`src/rtl/exec_pkg.sv`:
```
// Shared constants for the execute stage: data-processing opcodes, ARM
// condition codes, NZCV bit positions and the data-processing class value.
package exec_pkg;

   localparam logic [3:0] OP_AND = 4'h0;
   localparam logic [3:0] OP_EOR = 4'h1;
   localparam logic [3:0] OP_SUB = 4'h2;
   localparam logic [3:0] OP_RSB = 4'h3;
   localparam logic [3:0] OP_ADD = 4'h4;
   localparam logic [3:0] OP_ADC = 4'h5;
   localparam logic [3:0] OP_SBC = 4'h6;
   localparam logic [3:0] OP_RSC = 4'h7;
   localparam logic [3:0] OP_TST = 4'h8;
   localparam logic [3:0] OP_TEQ = 4'h9;
   localparam logic [3:0] OP_CMP = 4'hA;
   localparam logic [3:0] OP_CMN = 4'hB;
   localparam logic [3:0] OP_ORR = 4'hC;
   localparam logic [3:0] OP_MOV = 4'hD;
   localparam logic [3:0] OP_BIC = 4'hE;
   localparam logic [3:0] OP_MVN = 4'hF;

   localparam logic [3:0] COND_EQ = 4'h0;
   localparam logic [3:0] COND_NE = 4'h1;
   localparam logic [3:0] COND_CS = 4'h2;
   localparam logic [3:0] COND_CC = 4'h3;
   localparam logic [3:0] COND_MI = 4'h4;
   localparam logic [3:0] COND_PL = 4'h5;
   localparam logic [3:0] COND_VS = 4'h6;
   localparam logic [3:0] COND_VC = 4'h7;
   localparam logic [3:0] COND_HI = 4'h8;
   localparam logic [3:0] COND_LS = 4'h9;
   localparam logic [3:0] COND_GE = 4'hA;
   localparam logic [3:0] COND_LT = 4'hB;
   localparam logic [3:0] COND_GT = 4'hC;
   localparam logic [3:0] COND_LE = 4'hD;
   localparam logic [3:0] COND_AL = 4'hE;
   localparam logic [3:0] COND_NV = 4'hF;

   localparam int FLAG_N = 3;
   localparam int FLAG_Z = 2;
   localparam int FLAG_C = 1;
   localparam int FLAG_V = 0;

   localparam logic [1:0] DP_CLASS = 2'b00;

endpackage

```
`src/rtl/exec_alu_stage_cond_eval.sv`:
```
// Combinational ARM condition-field evaluator; shared with branch logic.
// Code 1111 (NV) never passes.
module cond_eval
   import exec_pkg::*;
(
   input  logic [3:0] cond,
   input  logic [3:0] nzcv,
   output logic       pass
);

   logic n, z, c, v;

   assign n = nzcv[FLAG_N];
   assign z = nzcv[FLAG_Z];
   assign c = nzcv[FLAG_C];
   assign v = nzcv[FLAG_V];

   always_comb begin
      pass = 1'b0;
      case (cond)
         COND_EQ: pass = z;
         COND_NE: pass = !z;
         COND_CS: pass = c;
         COND_CC: pass = !c;
         COND_MI: pass = n;
         COND_PL: pass = !n;
         COND_VS: pass = v;
         COND_VC: pass = !v;
         COND_HI: pass = c && !z;
         COND_LS: pass = !c || z;
         COND_GE: pass = (n == v);
         COND_LT: pass = (n != v);
         COND_GT: pass = !z && (n == v);
         COND_LE: pass = z || (n != v);
         COND_AL: pass = 1'b1;
         default: pass = 1'b0;
      endcase
   end

endmodule

```
`src/rtl/exec_alu_stage.sv`:
```
// Execute stage: ALU on Rn and the shifter operand, condition check against
// NZCV, registered writeback outputs and the architectural flag register.
module exec_alu_stage
   import exec_pkg::*;
(
   input  logic        clk,
   input  logic        rst_n,
   input  logic        in_valid,
   input  logic        stall,
   input  logic [31:0] ir,
   input  logic [31:0] rn_val,
   input  logic [31:0] shifter_q,
   input  logic        shifter_c,
   output logic        out_valid,
   output logic [31:0] result,
   output logic [3:0]  rd,
   output logic        rd_we,
   output logic [3:0]  flags
);

   logic [3:0]  cond;
   logic [1:0]  iclass;
   logic [3:0]  opcode;
   logic        set_s;
   logic [3:0]  dst;
   logic        unused_ir;

   assign cond      = ir[31:28];
   assign iclass    = ir[27:26];
   assign opcode    = ir[24:21];
   assign set_s     = ir[20];
   assign dst       = ir[15:12];
   assign unused_ir = ^{ir[25], ir[19:16], ir[11:0]};

   logic cond_pass;

   cond_eval u_cond_eval (
      .cond (cond),
      .nzcv (flags),
      .pass (cond_pass)
   );

   // Every arithmetic op is x + y + cin; subtracts invert one operand so C
   // comes out as NOT borrow.
   logic [31:0] add_x, add_y;
   logic        add_cin;
   logic        is_arith;
   logic [32:0] sum;

   always_comb begin
      add_x    = rn_val;
      add_y    = shifter_q;
      add_cin  = 1'b0;
      is_arith = 1'b1;
      case (opcode)
         OP_ADD, OP_CMN: add_cin = 1'b0;
         OP_ADC:         add_cin = flags[FLAG_C];
         OP_SUB, OP_CMP: begin add_y = ~shifter_q; add_cin = 1'b1; end
         OP_SBC:         begin add_y = ~shifter_q; add_cin = flags[FLAG_C]; end
         OP_RSB:         begin add_x = shifter_q; add_y = ~rn_val; add_cin = 1'b1; end
         OP_RSC:         begin add_x = shifter_q; add_y = ~rn_val; add_cin = flags[FLAG_C]; end
         default:        is_arith = 1'b0;
      endcase
   end

   assign sum = {1'b0, add_x} + {1'b0, add_y} + {32'b0, add_cin};

   logic [31:0] alu_q;

   always_comb begin
      alu_q = sum[31:0];
      case (opcode)
         OP_AND, OP_TST: alu_q = rn_val & shifter_q;
         OP_EOR, OP_TEQ: alu_q = rn_val ^ shifter_q;
         OP_ORR:         alu_q = rn_val | shifter_q;
         OP_MOV:         alu_q = shifter_q;
         OP_BIC:         alu_q = rn_val & ~shifter_q;
         OP_MVN:         alu_q = ~shifter_q;
         default:        alu_q = sum[31:0];
      endcase
   end

   logic       is_test;
   logic       is_dp;
   logic       upd_flags;
   logic       wr_en;
   logic [3:0] nzcv_next;

   assign is_test   = opcode inside {OP_TST, OP_TEQ, OP_CMP, OP_CMN};
   assign is_dp     = (iclass == DP_CLASS);
   assign upd_flags = cond_pass && is_dp && (set_s || is_test);
   assign wr_en     = cond_pass && is_dp && !is_test;

   always_comb begin
      nzcv_next         = flags;
      nzcv_next[FLAG_N] = alu_q[31];
      nzcv_next[FLAG_Z] = (alu_q == 32'h0);
      if (is_arith) begin
         nzcv_next[FLAG_C] = sum[32];
         nzcv_next[FLAG_V] = (add_x[31] == add_y[31]) && (sum[31] != add_x[31]);
      end else begin
         nzcv_next[FLAG_C] = shifter_c;
      end
   end

   // Handshake: an instruction is accepted when in_valid && !stall; stall
   // freezes every register including out_valid; an idle cycle only clears
   // out_valid.
   always_ff @(posedge clk or negedge rst_n) begin
      if (!rst_n) begin
         out_valid <= 1'b0;
         result    <= 32'h0;
         rd        <= 4'h0;
         rd_we     <= 1'b0;
         flags     <= 4'h0;
      end else if (!stall) begin
         out_valid <= in_valid;
         if (in_valid) begin
            result <= alu_q;
            rd     <= dst;
            rd_we  <= wr_en;
            if (upd_flags) flags <= nzcv_next;
         end
      end
   end

endmodule

```
`config.mk`:
```
export PLATFORM = sky130hd
export DESIGN_NAME = exec_alu_stage
export DESIGN_NICKNAME = d
export VERILOG_FILES = /design/src/rtl/exec_pkg.sv /design/src/rtl/exec_alu_stage_cond_eval.sv /design/src/rtl/exec_alu_stage.sv
export SDC_FILE = /design/constraint.sdc
export NUM_CORES = 1
export LEC_CHECK = 0
export ABC_AREA = 1
export CAP_MARGIN = 5
export CORE_ASPECT_RATIO = 0.7
export CORE_UTILIZATION = 49
export DETAILED_ROUTE_END_ITERATION = 6
export PLACE_DENSITY = 0.9
export SLEW_MARGIN = 15
export SYNTH_ARGS = -nofsm -noshare
export SYNTH_HDL_FRONTEND = slang
export SYNTH_HIERARCHICAL = 1
export SYNTH_SLANG_ARGS = --single-unit
```
`constraint.sdc`:
```
create_clock -name clk -period 2.5 [get_ports clk]
set_input_delay 0.25 -clock clk [delete_from_list [all_inputs] [get_ports clk]]
set_output_delay 0.25 -clock clk [all_outputs]
set_load 0.02 [all_outputs]
```
==> results of run 1 <==
timing repair:
item	4_1_cts
setup buffers	22
pin swaps	70
resized for setup	229
endpoints found under the setup margin	35
hold endpoints to repair	0
cloned	2
synth_stat cells, drive strengths merged:
library cell / instances
a21oi: 52
a41oi: 1
ha: 63
o22ai: 2
nor3: 12
xor2: 8
nand3b: 9
dfrtp: 42
or2: 2
and2: 2
a311oi: 2
nand4: 13
o221ai: 32
o21bai: 3
clkinv: 2
a31oi: 16
fa: 2
buf: 14
nor3b: 1
nand3: 120
a211oi: 9
inv: 203
nand2: 466
nor2: 116
o2111ai: 3
clkbuf: 33
o211ai: 12
o21ai: 95
per-layer routing:
layer | track usage [%] | GRT overflow
met5 | 60.0 | 0
met4 | 78.1 | 51
met3 | 72.7 | 14
met2 | 94.3 | 83
met1 | 83.0 | 11
logic make-up after synthesis:
family	share of synthesized area, %
DFF	14.4
xor gates and xnor gates	0.959
AOI/OAI and AO/OA	18.6
adders and majority gates	11.3
buffers and inverters	13.1
and+or+nand+nor	41.6
stage by stage:
stage / setup slack (ns) / TNS (ns)
after CTS: -0.261 / -1.04
after detailed placement: -1.21 / -32.73
after global placement: -1.02 / -26.64
after floorplan: -0.153 / -0.153
==> results.json, run 1 <==
{
  "h-tree-depth": 2,
  "synth_cells": 1335,
  "status": "aborted with a tool error",
  "firstError": "[ERROR GRT-0116] Global routing finished with congestion. Check the congestion regions in the DRC Viewer.",
  "dpl.cell_count": 1888,
  "grt_max_degree": 43,
  "lastStage": "global routing (5_1_grt)",
  "initial_utilization_pct": 51.3,
  "syn_area_per_cell_um2": 5.47,
  "die-width_um": 148,
  "grt_pass1_wl_mm": 95.5,
  "yosysWarnings": 6,
  "synthTopCellsByArea": "nand2_1 24%, dfrtp_1 14%, ha_1 11%, inv_1 10%, nand3_1 8.2%",
  "cts.sinks": 42,
  "overflow": 159,
  "num_io_pins": 143,
  "track_usage_pct": 82.6,
  "gp_congestion": 1.09,
  "cts_hold_buf": 0,
  "syn_area_mm2": 0.00731,
  "yosysSeqAreaShare_pct": 14.4,
  "synth-seq-cells": 42,
  "io_buffers": 125,
  "synth_fp_nets": 1501,
  "clockBufferDepth": 2,
  "cts_buffers": 5,
  "post_dp_cell_area_mm2": 0.0110,
  "cts_root_buffer": "clkbuf_16",
  "yosys.area.top_type": "nand2_1",
  "die_h_um": 104,
  "fp-row-count": 36,
  "grt_pass1_vias": 15800,
  "synth.distinct_cells": 33,
  "synth_top_area_share_pct": 23.8,
  "dp_hpwl_mm": 27.6
}
==> run 2, diff against run 1 <==
--- a/config.mk
+++ b/config.mk
@@ -7,10 +7,9 @@
 export LEC_CHECK = 0
 export ABC_AREA = 1
 export CAP_MARGIN = 5
-export CORE_ASPECT_RATIO = 0.7
-export CORE_UTILIZATION = 49
+export CORE_UTILIZATION = 37
 export DETAILED_ROUTE_END_ITERATION = 6
-export PLACE_DENSITY = 0.9
+export PLACE_DENSITY_LB_ADDON = 0.15
 export SLEW_MARGIN = 15
 export SYNTH_ARGS = -nofsm -noshare
 export SYNTH_HDL_FRONTEND = slang
==> constraint.sdc (replaced) <==
create_clock -name clk -period 3.25 [get_ports clk]
set_input_delay 0.325 -clock clk [delete_from_list [all_inputs] [get_ports clk]]
set_output_delay 0.325 -clock clk [all_outputs]
set_load 0.02 [all_outputs]
==> run 2 against run 1 <==
  * The flow now finishes without violations
  * Synthesized area unchanged
  * Synthesized cell count stayed put
==> results.json, run 2 <==
{
  "clock_latency_ns": 0.28,
  "fin_setup_tns_ns": 0,
  "maxSlewHeadroom_pct": 34.3,
  "die_h_um": 143,
  "synthTopCellsByCount": "463 x nand2_1, 200 x inv_1, 120 x nand3_1",
  "synth.most_common_cell": "nand2_1",
  "largest_register_ffs": 32,
  "async_flop_share_pct": 100,
  "die-width_um": 143,
  "finalClockSkew_ns": 0.00439,
  "route.detailed.drc": 0,
  "nNetsFinal": 1774,
  "most-common-layout-cells": "438 x nand2_1, 199 x inv_1, 173 x buf_4, 119 x clkdlybuf4s50_1, 114 x nand3_1",
  "status": "finished, final reports clean",
  "leakagePower_nw": 5.42,
  "cts_tree": "yes",
  "path_clk_slew_ns": 0.06,
  "antenna_found_initial": 0,
  "cts.sinks": 42,
  "hold_path.class": "in2async",
  "antenna_cells": 0,
  "grt_pass1_vias": 8795,
  "design.core.area_mm2": 0.0194,
  "cts_buffers": 5,
  "drv_slew": 0,
  "max_cap_viol_count": 0,
  "synthTopCellsByArea": "nand2_1 24%, dfrtp_1 14%, ha_1 11%, inv_1 10%, nand3_1 8.2%",
  "cp.required_ns": 3.48,
  "drt_first_pass_iters": 5,
  "avgViaCountPerCell": 5.22,
  "die-area_mm2": 0.0203,
  "setup_viol": 0,
  "synth.distinct_cells": 33,
  "synth-edff-count": 0,
  "grt_pass1_wl_mm": 48.3,
  "drt_iter0_markers": 885,
  "yosys.area.top_type": "nand2_1",
  "start_kind": "input port",
  "syn_area_mm2": 0.00731,
  "synth_cells": 1335,
  "routed_wl_mm": 31.4,
  "max_clock_freq_mhz": 326,
  "synth-seq-cells": 42,
  "track_usage_pct": 31.1,
  "layout_commonest_cell": "nand2_1",
  "cts_root_buffer": "clkbuf_16",
  "powerDensity_mw_per_mm2": 331,
  "ant_nets": 0,
  "crit_arrival_ns": 3.29,
  "overflow": 0,
  "gp_congestion": 0.986,
  "fin_hold_ws_ns": 0.171,
  "num_io_pins": 143,
  "critical_path.max_fanout": 4,
  "initial_utilization_pct": 37.7,
  "clockBufferDepth": 2,
  "yosysWarnings": 6,
  "io_buffers": 125,
  "cp-end-kind": "flop",
  "synth_fp_nets": 1501,
  "final_hold_viol_count": 0,
  "reg_top3": "result (32), flags (4), rd (4)",
  "finalCriticalPeriod_ns": 3.07,
  "final.setup.worst_slack_ns": 0.185,
  "path_class": "in2reg",
  "h-tree-depth": 2,
  "max_slew.worst_pin.slew_ns": 0.981,
  "drive_gt1_share_pct": 17.3,
  "largest-register": "result",
  "ir_drop_uv": 217,
  "yosysSeqAreaShare_pct": 14.4,
  "dp_slack_ns": -0.621,
  "grt_max_degree": 43,
  "fp-row-count": 51,
  "avgRoutedWirePerCell_um": 16.8,
  "dp_hpwl_mm": 24.7,
  "fin_crit_sh_pct": 94.3,
  "syn_area_per_cell_um2": 5.47,
  "num_vias": 9791,
  "area_growth_pct": 45.7,
  "synth_top_area_share_pct": 23.8,
  "synthFlopType": "dfrtp_1"
}
==> run 2: cell counts after synthesis <==
Identical to the previous run, type by type.
==> run 2: timing repair <==
action                     in CTS  in global routing
setup buffers                   4                 15
gates resized for setup        29                 63
pin swaps                       3                 22
hold buffers                    0                  0
setup endpoints to repair      15                 11
cloned                          1                  1
==> run 2: report_power, final <==
| group | switching [mW] | internal, mW | leakage, nW | total (mW) |
|---|---|---|---|---|
| sequential | 0.0626 | 0.621 | 0.511 | 0.684 |
| combinational | 1.31 | 1.03 | 4.84 | 2.34 |
| clock | 0.198 | 0.304 | 0.0729 | 0.502 |
| total | 1.57 | 1.96 | 5.42 | 3.52 |
==> run 2: final timing paths <==
| check | start | slack (ns) | end | cells past startpoint |
|---|---|---|---|---|
| worst max-delay path | ir[23] | 0.18 | flags[2] | 23 |
| worst min-delay path | rst_n | 0.17 | rd[2] | 1 |
| worst max register to register | flags[1] | 0.46 | flags[2] | 20 |
| worst min register to register | rd[0] | 0.48 | rd[0] | 2 |
| max in group asynchronous | rst_n | 2.50 | result[21] | 1 |
| min in group clk | rd[0] | 0.48 | rd[0] | 2 |
==> run 2: logic make-up after synthesis <==
kind of cell	count (synthesis)	synth area share, %
buf+inv	252	13.1
simple gates	741	41.6
flops	42	14.4
fa+ha+maj	65	11.3
xor+xnor	8	0.959
compound gates	227	18.6
==> run 2: critical path: stages <==
cell	delay, ns
clkdlybuf4s15_1	0.23
nand2_2	0.13
inv_2	0.06
o21ai_4	0.19
o221ai_2	0.14
fa_2	0.43
fa_2	0.40
nand2_2	0.08
nand2_2	0.07
nand3_2	0.09
nand3_1	0.07
nand2_1	0.06
inv_1	0.05
a21oi_2	0.15
buf_4	0.13
nand3_1	0.09
nor2_2	0.13
nand2_1	0.08
nor2_2	0.13
nand2_1	0.06
nor2_1	0.08
nand2_1	0.06
nand2_1	0.05
==> run 2: stage by stage <==
stage / power (mW) / area, µm² / std cells / utilization (%)
after global placement: 2.84 / 10100 / 1845 / 51.8
after detailed placement: 2.85 / 10100 / 1845 / 51.8
after CTS: 3.41 / 10400 / 1858 / 53.4
after global routing: 3.79 / 10600 / 1874 / 54.9
after floorplan: 1.80 / 7310 / 1335 / -
final: 3.52 / 10600 / 1874 / 54.9
==> run 2: layout make-up <==
cell class,count,area (µm²)
Fill cell,2016,8750
Timing Repair Buffer,313,2810
Sequential cell,42,1050
Clock buffer,6,139
Multi-Input combinational cell,1041,5530
Inverter,205,769
Clock inverter,2,12.5
Tap cell,265,332
==> run 2: metal layers <==
layer | track usage (%) | part of all wire [%] | vias to the layer above | routed length (µm)
li1 | - | - | 4902 | -
met1 | 44.0 | 46 | 4415 | 14400
met2 | 49.4 | 44 | 415 | 13700
met3 | 3.80 | 8.3 | 59 | 2600
met4 | 8.49 | 2.2 | 0 | 701
met5 | 0 | 0 | - | 0
(Power assumes the default switching activity.)
